**config.mk**
```make
export PLATFORM = sky130hd
export DESIGN_NAME = m707_tty_tx
export DESIGN_NICKNAME = d
export VERILOG_FILES = /design/src/rtl/m707_tty_tx.sv
export SDC_FILE = /design/constraint.sdc
export NUM_CORES = 1
export LEC_CHECK = 0
export BUFFER_PORTS_ARGS = -buffer_cell sky130_fd_sc_hd__buf_2
export CORE_MARGIN = 4
export CORE_UTILIZATION = 60
export CTS_BUF_LIST = sky130_fd_sc_hd__clkbuf_8
export DETAILED_ROUTE_END_ITERATION = 10
export PLACE_DENSITY = 0.84
export SYNTH_ARGS = -nofsm -noshare
export SYNTH_HDL_FRONTEND = slang
export SYNTH_SLANG_ARGS = --single-unit
```
**constraint.sdc**
```tcl
create_clock -name clk -period 3.1 [get_ports clk]
set_input_delay 0.465 -clock clk [delete_from_list [all_inputs] [get_ports clk]]
set_output_delay 0.465 -clock clk [all_outputs]
set_load 0.02 [all_outputs]
```
**src/rtl/m707_tty_tx.sv**
```systemverilog
// m707_tty_tx: teletype transmitter, sends a character as an async start/data/stop frame
//   clk, rst          master clock, synchronous active-high reset
//   load_n, d         falling edge of load_n latches d and starts a frame
//   clr_flag_n        falling edge clears the transmit-done flag
//   line              serial loop output (1 = mark/idle, 0 = space)
//   flag, flag_n      transmit-done flag and its complement
//   active            high while a frame is in progress
//   M707_PARITY_EN    when defined, an even-parity bit follows d[7]
module m707_tty_tx #(
  parameter int BIT_CLKS  = 16,
  parameter int STOP_BITS = 2
) (
  input  logic       clk,
  input  logic       rst,
  input  logic       load_n,
  input  logic       clr_flag_n,
  input  logic [7:0] d,
  output logic       line,
  output logic       flag,
  output logic       flag_n,
  output logic       active
);
  localparam int DW = $clog2(STOP_BITS * BIT_CLKS);
  localparam logic [DW-1:0] BIT_END  = DW'(BIT_CLKS - 1);
  localparam logic [DW-1:0] STOP_END = DW'(STOP_BITS * BIT_CLKS - 1);
`ifdef M707_PARITY_EN
  typedef enum logic [2:0] {IDLE, START, DATA, PARITY, STOP} state_t;
`else
  typedef enum logic [1:0] {IDLE, START, DATA, STOP} state_t;
`endif
  state_t          r_state;
  logic            r_prev_load;
  logic            r_prev_clr;
  logic            r_line;
  logic            r_flag;
  logic            r_active;
  logic [2:0]      r_bit;
  logic [DW-1:0]   r_div;
  logic [7:0]      r_sr;
  logic            w_load_edge;
  logic            w_clr_edge;
  logic            w_bit_end;
  logic [2:0]      w_next_bit;
  assign w_load_edge = r_prev_load & ~load_n;
  assign w_clr_edge  = r_prev_clr & ~clr_flag_n;
  assign w_bit_end   = r_div == BIT_END;
  assign w_next_bit  = r_bit + 3'd1;
  assign line   = r_line;
  assign flag   = r_flag;
  assign flag_n = ~r_flag;
  assign active = r_active;
  // Clear is applied first so that a flag set in the same cycle overrides it.
  always_ff @(posedge clk) begin
    if (rst) begin
      r_state     <= IDLE;
      r_prev_load <= 1'b1;
      r_prev_clr  <= 1'b1;
      r_line      <= 1'b1;
      r_flag      <= 1'b0;
      r_active    <= 1'b0;
      r_bit       <= '0;
      r_div       <= '0;
      r_sr        <= '0;
    end else begin
      r_prev_load <= load_n;
      r_prev_clr  <= clr_flag_n;
      if (w_clr_edge) r_flag <= 1'b0;
      case (r_state)
        IDLE: if (w_load_edge) begin
          r_sr     <= d;
          r_flag   <= 1'b0;
          r_state  <= START;
          r_line   <= 1'b0;
          r_active <= 1'b1;
          r_div    <= '0;
          r_bit    <= '0;
        end
        START: if (w_bit_end) begin
          r_state <= DATA;
          r_line  <= r_sr[0];
          r_div   <= '0;
        end else r_div <= r_div + DW'(1);
        DATA: if (w_bit_end) begin
          r_div <= '0;
          if (r_bit == 3'd7) begin
`ifdef M707_PARITY_EN
            r_state <= PARITY;
            r_line  <= ^r_sr;
`else
            r_state <= STOP;
            r_line  <= 1'b1;
`endif
          end else begin
            r_bit  <= w_next_bit;
            r_line <= r_sr[w_next_bit];
          end
        end else r_div <= r_div + DW'(1);
`ifdef M707_PARITY_EN
        PARITY: if (w_bit_end) begin
          r_state <= STOP;
          r_line  <= 1'b1;
          r_div   <= '0;
        end else r_div <= r_div + DW'(1);
`endif
        STOP: if (r_div == STOP_END) begin
          r_state  <= IDLE;
          r_active <= 1'b0;
          r_flag   <= 1'b1;
          r_div    <= '0;
        end else r_div <= r_div + DW'(1);
        default: r_state <= IDLE;
      endcase
    end
  end
endmodule

```
## Yosys cells after proc, flatten, opt, wreduce, memory -nomap -nowiden

Index checks and enable logic that the tools add are counted.

| storage, ports and cells | value |
|---|---|
| flip-flop bits (word level) | 23 |
| latch bits | 0 |
| memory bits (writable) | 0 |
| bits in read-only memories | 0 |
| word-level logic and storage cells | 67 |
| memories | 0 |

| operators by class | value |
|---|---|
| $add $sub $neg | 2 |
| multipliers | 0 |
| divide/modulo/power cells | 0 |
| $lt $le $gt $ge | 1 |
| equality and inequality tests | 12 |
| shifts and indexed selects | 0 |
| multiplexer cells | 28 |
| bitwise operators | 5 |
| reduce and logical (&&, ||, !) cells | 10 |

Operator list:

| cell | count |
|---|---|
| $mux 5 | 3 |
| $pmux 5 s3 | 1 |
| $ne 2x2->1 const B | 6 |
| $mux 1 | 10 |
| $mux 2 | 5 |
| $mux 3 | 3 |
| $pmux 2 s4 | 1 |
| $reduce_and 4->1 | 2 |
| $pmux 3 s2 | 1 |
| $add 5x1->5 const B | 1 |
| $eq 5x4->1 const B | 1 |
| $eq 5x5->1 const B | 1 |
| $reduce_and 5->1 | 1 |
| $eq 2x2->1 const B | 2 |
| $lt 3x4->1 const B | 1 |
| $pmux 1 s2 | 2 |
| $reduce_bool 2->1 | 2 |
| $add 3x1->3 const B | 1 |
| $bmux 1 s3 | 1 |
| $eq 3x3->1 const B | 1 |
| $not 1->1 | 3 |
| $pmux 1 s3 | 1 |
| $reduce_and 3->1 | 1 |
| $reduce_bool 3->1 | 1 |
| other kinds (5) | 6 |

## Longest topological paths before layout

| logic depth | value |
|---|---|
| word-level depth | 6 |
| gate-level depth with buffers | 8 |
| gate-level depth less buffers | 8 |

## Worst setup path after synthesis

OpenSTA, ideal clock, no wires.

| path | value |
|---|---|
| path kind | register -> register |
| from | reg r_div[0] |
| to | reg r_bit[2] |
| setup time | 65 ps |
| arrival | 1738 ps |
| data required time | 3035 ps |
| slack | 1297 ps |
| cell stages (with the launch flop) | 8 |
| buffers on the path | 0 |
| cells stage by stage | dfxtp_1 > ha_1 > and3_1 > ha_1 > nand3b_1 > a22oi_1 > mux2_2 > nor2_1 |

| on the way | value |
|---|---|
| word-level cells in the longest chain between the ends | 3 |

Ends and longest elaborated chain:

| item | line | RTL |
|---|---|---|
| from (decl) | 38 | `logic [DW-1:0] r_div;` |
| from (signal assigned) | 82 | `end else r_div <= r_div + DW'(1);` |
| from (signal assigned) | 97 | `end else r_div <= r_div + DW'(1);` |
| from (signal assigned) | 110 | `end else r_div <= r_div + DW'(1);` |
| $eq 5x4->1 | 46 | `assign w_bit_end = r_div == BIT_END;` |
| $ne 2x2->1 (no source line) | -- |  |
| $reduce_and 4->1 (no source line) | -- |  |
| to (signal assigned) | 94 | `r_bit <= w_next_bit;` |
| to (decl) | 37 | `logic [2:0] r_bit;` |

No other way between the ends.
A chain may end at the register's enable or synchronous reset.

## Worst setup path after layout

| path | value |
|---|---|
| from | reg r_state[0] |
| to | reg r_active, in the netlist active |

| on the way | value |
|---|---|
| word-level cells in the longest chain between the ends | 3 |
| elaborated cells on any way between the ends | 7 |

Ends and longest elaborated chain:

| item | line | RTL |
|---|---|---|
| from (decl) | 31 | `state_t r_state;` |
| from (signal assigned) | 55 | `r_state <= IDLE;` |
| from (signal assigned) | 72 | `r_state <= START;` |
| from (signal assigned) | 79 | `r_state <= DATA;` |
| $eq 2x2->1 / $logic_not 2->1 (equally long branches) | 68 | `case (r_state)` |
| $ne 2x2->1 (no source line) / $reduce_bool 2->1 (equally long branches) | -- |  |
| $reduce_and 3->1 (no source line) | -- |  |
| to (signal assigned) | 60 | `r_active <= 1'b0;` |
| to (signal assigned) | 74 | `r_active <= 1'b1;` |
| to (signal assigned) | 107 | `r_active <= 1'b0;` |
| to (decl) | 36 | `logic r_active;` |

Several ways; a longest one is shown, not always the timed one.

==> impl_metrics.py <==
metrics = {
    "synthesis": {
        "yosys_register_bits": 23,
        "synth_top_area_share_pct": 35.80,
        "synth_area_leaders": "dfxtp_1 (36%), ha_1 (13%), mux2i_1 (9.3%)",
        "avgSynthCellArea_um2": 9.253,
        "synth-main-ff-cell": "dfxtp_1",
        "syn_nets": 164,
        "synth_area_leader_cell": "dfxtp_1",
        "synth_commonest_cells": "dfxtp_1 (23), nor2_1 (16), ha_1 (13), mux2i_1 (12), a21oi_1 (11)",
        "async_flop_share_pct": 0,
        "synth_warnings": 0,
        "synth-seq-area-share_pct": 35.80,
        "synth_cells": 139,
        "synth_most_common_cell": "dfxtp_1",
        "synth_edf_count": 0,
        "synth_cell_types": 30,
        "synthesis.area_mm2": 0.001286,
    },
    "timing": {
        "max_freq_ghz": 0.4727,
        "rsz0062_at_grt": "false",
        "worst_pin_slew_ns": 0.5706,
        "slew_headroom_pct": 61.84,
        "fin_tns_setup_ns": 0,
        "setup_violations": 0,
        "finalCritPeriodShare_pct": 68.25,
        "worst_slack_ns": 0.9844,
        "finalClockSkew_ns": 0.001104,
        "slew_violations": 0,
        "final_hold_viol_count": 0,
        "layout_min_cycle_time_ns": 2.116,
    },
    "status": {
        "status": "finished clean",
    },
    "floorplanning": {
        "initial_core_util_pct": 64.25,
        "die_y_um": 54.30,
        "io_pins": 16,
        "die_w_um": 54.30,
        "die_area_mm2": 0.002948,
        "core_area_mm2": 0.002002,
        "rows": 16,
    },
    "cts": {
        "postCtsSetupBuffers": 0,
        "cts_resized": 0,
        "numCtsBuffers": 3,
        "clock_path_buffers": 2,
        "clock_sinks": 23,
        "clockRootBuffer": "clkbuf_8",
        "htree_levels": 1,
        "path_clk_slew_ns": 0.08,
        "cts_hold_buf": 0,
        "clk_latency_ns": 0.27,
        "cts_tree": "done",
    },
    "global_routing": {
        "grt_max_degree": 24,
        "grt_usage_pct": 19.65,
        "busiest_layer": "met2",
        "use_met2_pct": 34.86,
        "grt.overflow.total": 0,
        "grt_use_met1_pct": 21.57,
        "first_global_vias": 950,
        "grt_pass1_wl_mm": 4.077,
        "grt_util_met3_pct": 3.542,
        "antenna_found_initial": 0,
    },
    "critical_path": {
        "rrSetupSlack_ns": 0.98,
        "worstSetupStartpoint": "r_state[0]",
        "r2r-end": "active",
        "r2r-start": "r_state[0]",
        "cp-start-kind": "flip-flop",
        "r2r_cells": 5,
        "max_stage_delay_ns": 0.52,
        "crit_arrival_ns": 2.32,
        "critical_path_class": "reg -> reg",
        "crit_required_ns": 3.30,
        "path_cells": "inv_1 -> ha_1 -> nand3b_1 -> or2_2 -> a21oi_1",
        "worstSetupEndpointType": "flip-flop",
        "path_max_fanout": 12,
        "slowest_stage": "nand3b_1",
    },
    "cells_and_area": {
        "drive_above_1_share_pct": 17.11,
        "nets": 178,
        "antenna_cells": 0,
        "syn2layout_area_growth_pct": 9.922,
    },
    "worst_hold_path": {
        "min_path_cells": 2,
        "worstHoldStart": "clr_flag_n",
        "min_to": "r_prev_clr",
        "min_path_type": "in -> reg",
    },
    "drt": {
        "vias_per_cell": 5.687,
        "vias": 1018,
        "drt-initial-drc-count": 9,
        "drt_wl_total_mm": 2.563,
        "route.detailed.drc": 0,
        "wl_per_cell_um": 14.32,
        "postRouteAntennaNets": 0,
        "dr.pass1.iters": 4,
    },
    "power": {
        "ir_drop_uv": 562.8,
        "power_density_mw_per_mm2": 684.0,
        "cellLeakagePower_nw": 0.6272,
    },
    "place": {
        "finalWeightedCongestion": 0.8021,
        "numPortBuffers": 15,
        "hpwl_mm": 1.855,
        "dpl_worst_slack_ns": 1.045,
    },
    "run": {
        "maxCapViolCount": 0,
    },
}
per-layer routing:
metal,up-vias,part of all wire [%]
li1,510,-
met1,478,43
met4,0,2.5
met2,23,52
met3,7,3.0
met5,-,0
logic make-up (layout without fill, tap and decap cells):
family	Yosys count	in the layout	share of synthesized area, %
multiplexers	15	15	12.84
adder cells (fa/ha/maj)	13	13	12.65
AND/OR/NAND/NOR	49	49	21.01
flip-flops	23	23	35.80
buffers and inverters	13	26	4.086
AO/OA/AOI/OAI	26	26	13.62
report_power, final:
part | switching [mW] | total [mW] | internal [mW]
Combinational | 0.239 | 0.414 | 0.175
Sequential | 0.0308 | 0.369 | 0.338
Clock | 0.0960 | 0.185 | 0.0886
Total | 0.366 | 0.967 | 0.601
flip-flops by register name (all words and copies together), names as in the netlist:
name	flops
r_div	5
active	1
r_bit	3
r_state	2
flag	1
line	1
r_prev_load	1
r_sr	8
r_prev_clr	1
cell usage in the layout (no fill, tap or decap), types with 5 or more instances in the layout:
master    Yosys  routed
a21oi_1      11      11
buf_2         3      15
dfxtp_1      23      23
ha_1         13      13
inv_1         7       8
mux2i_1      12      12
nand2b_1      6       6
nand3b_1      5       5
nor2_1       16      16
nor2b_1       5       5
o21ai_0       6       6
metrics by stage:
stage          util [%]  total power [mW]  hold slack [ns]  std cells  cell area (um^2)
2_1_floorplan         -            0.7032           0.4531        139              1286
3_3_place_gp      68.38            0.7623           0.4726        175              1369
3_5_place_dp      68.38            0.7828           0.4828        175              1369
4_1_cts           70.63            0.9678           0.3998        179              1414
5_1_grt           70.63             1.034           0.3940        179              1414
6_report          70.63            0.9671           0.4050        179              1414
layout make-up:
cell class	count	area, um^2
Clock buffer	3	41.29
Multi-Input combinational cell	103	773.2
Clock inverter	1	3.754
Sequential cell	23	460.4
Inverter	7	26.28
Fill cell	171	588.1
Tap cell	27	33.78
Timing Repair Buffer	15	75.07
worst max-delay path: cells and delay by family (launching register included):
kind	cells	cell delay [ns]
AOI/OAI and AO/OA	1	0.14
adders and majority gates	1	0.46
buffers and inverters	1	0.11
DFF	1	0.35
and+or+nand+nor	2	0.98
worst max-delay path by stage:
stage	end	slack, ns	cells past startpoint
3_5_place_dp	active	1.05	5
2_1_floorplan	r_bit[2]	1.30	7
5_1_grt	active	0.84	5
6_report	active	0.98	5
3_3_place_gp	r_bit[2]	1.16	7
4_1_cts	active	1.02	5
Power figures use the tool's default switching activity.
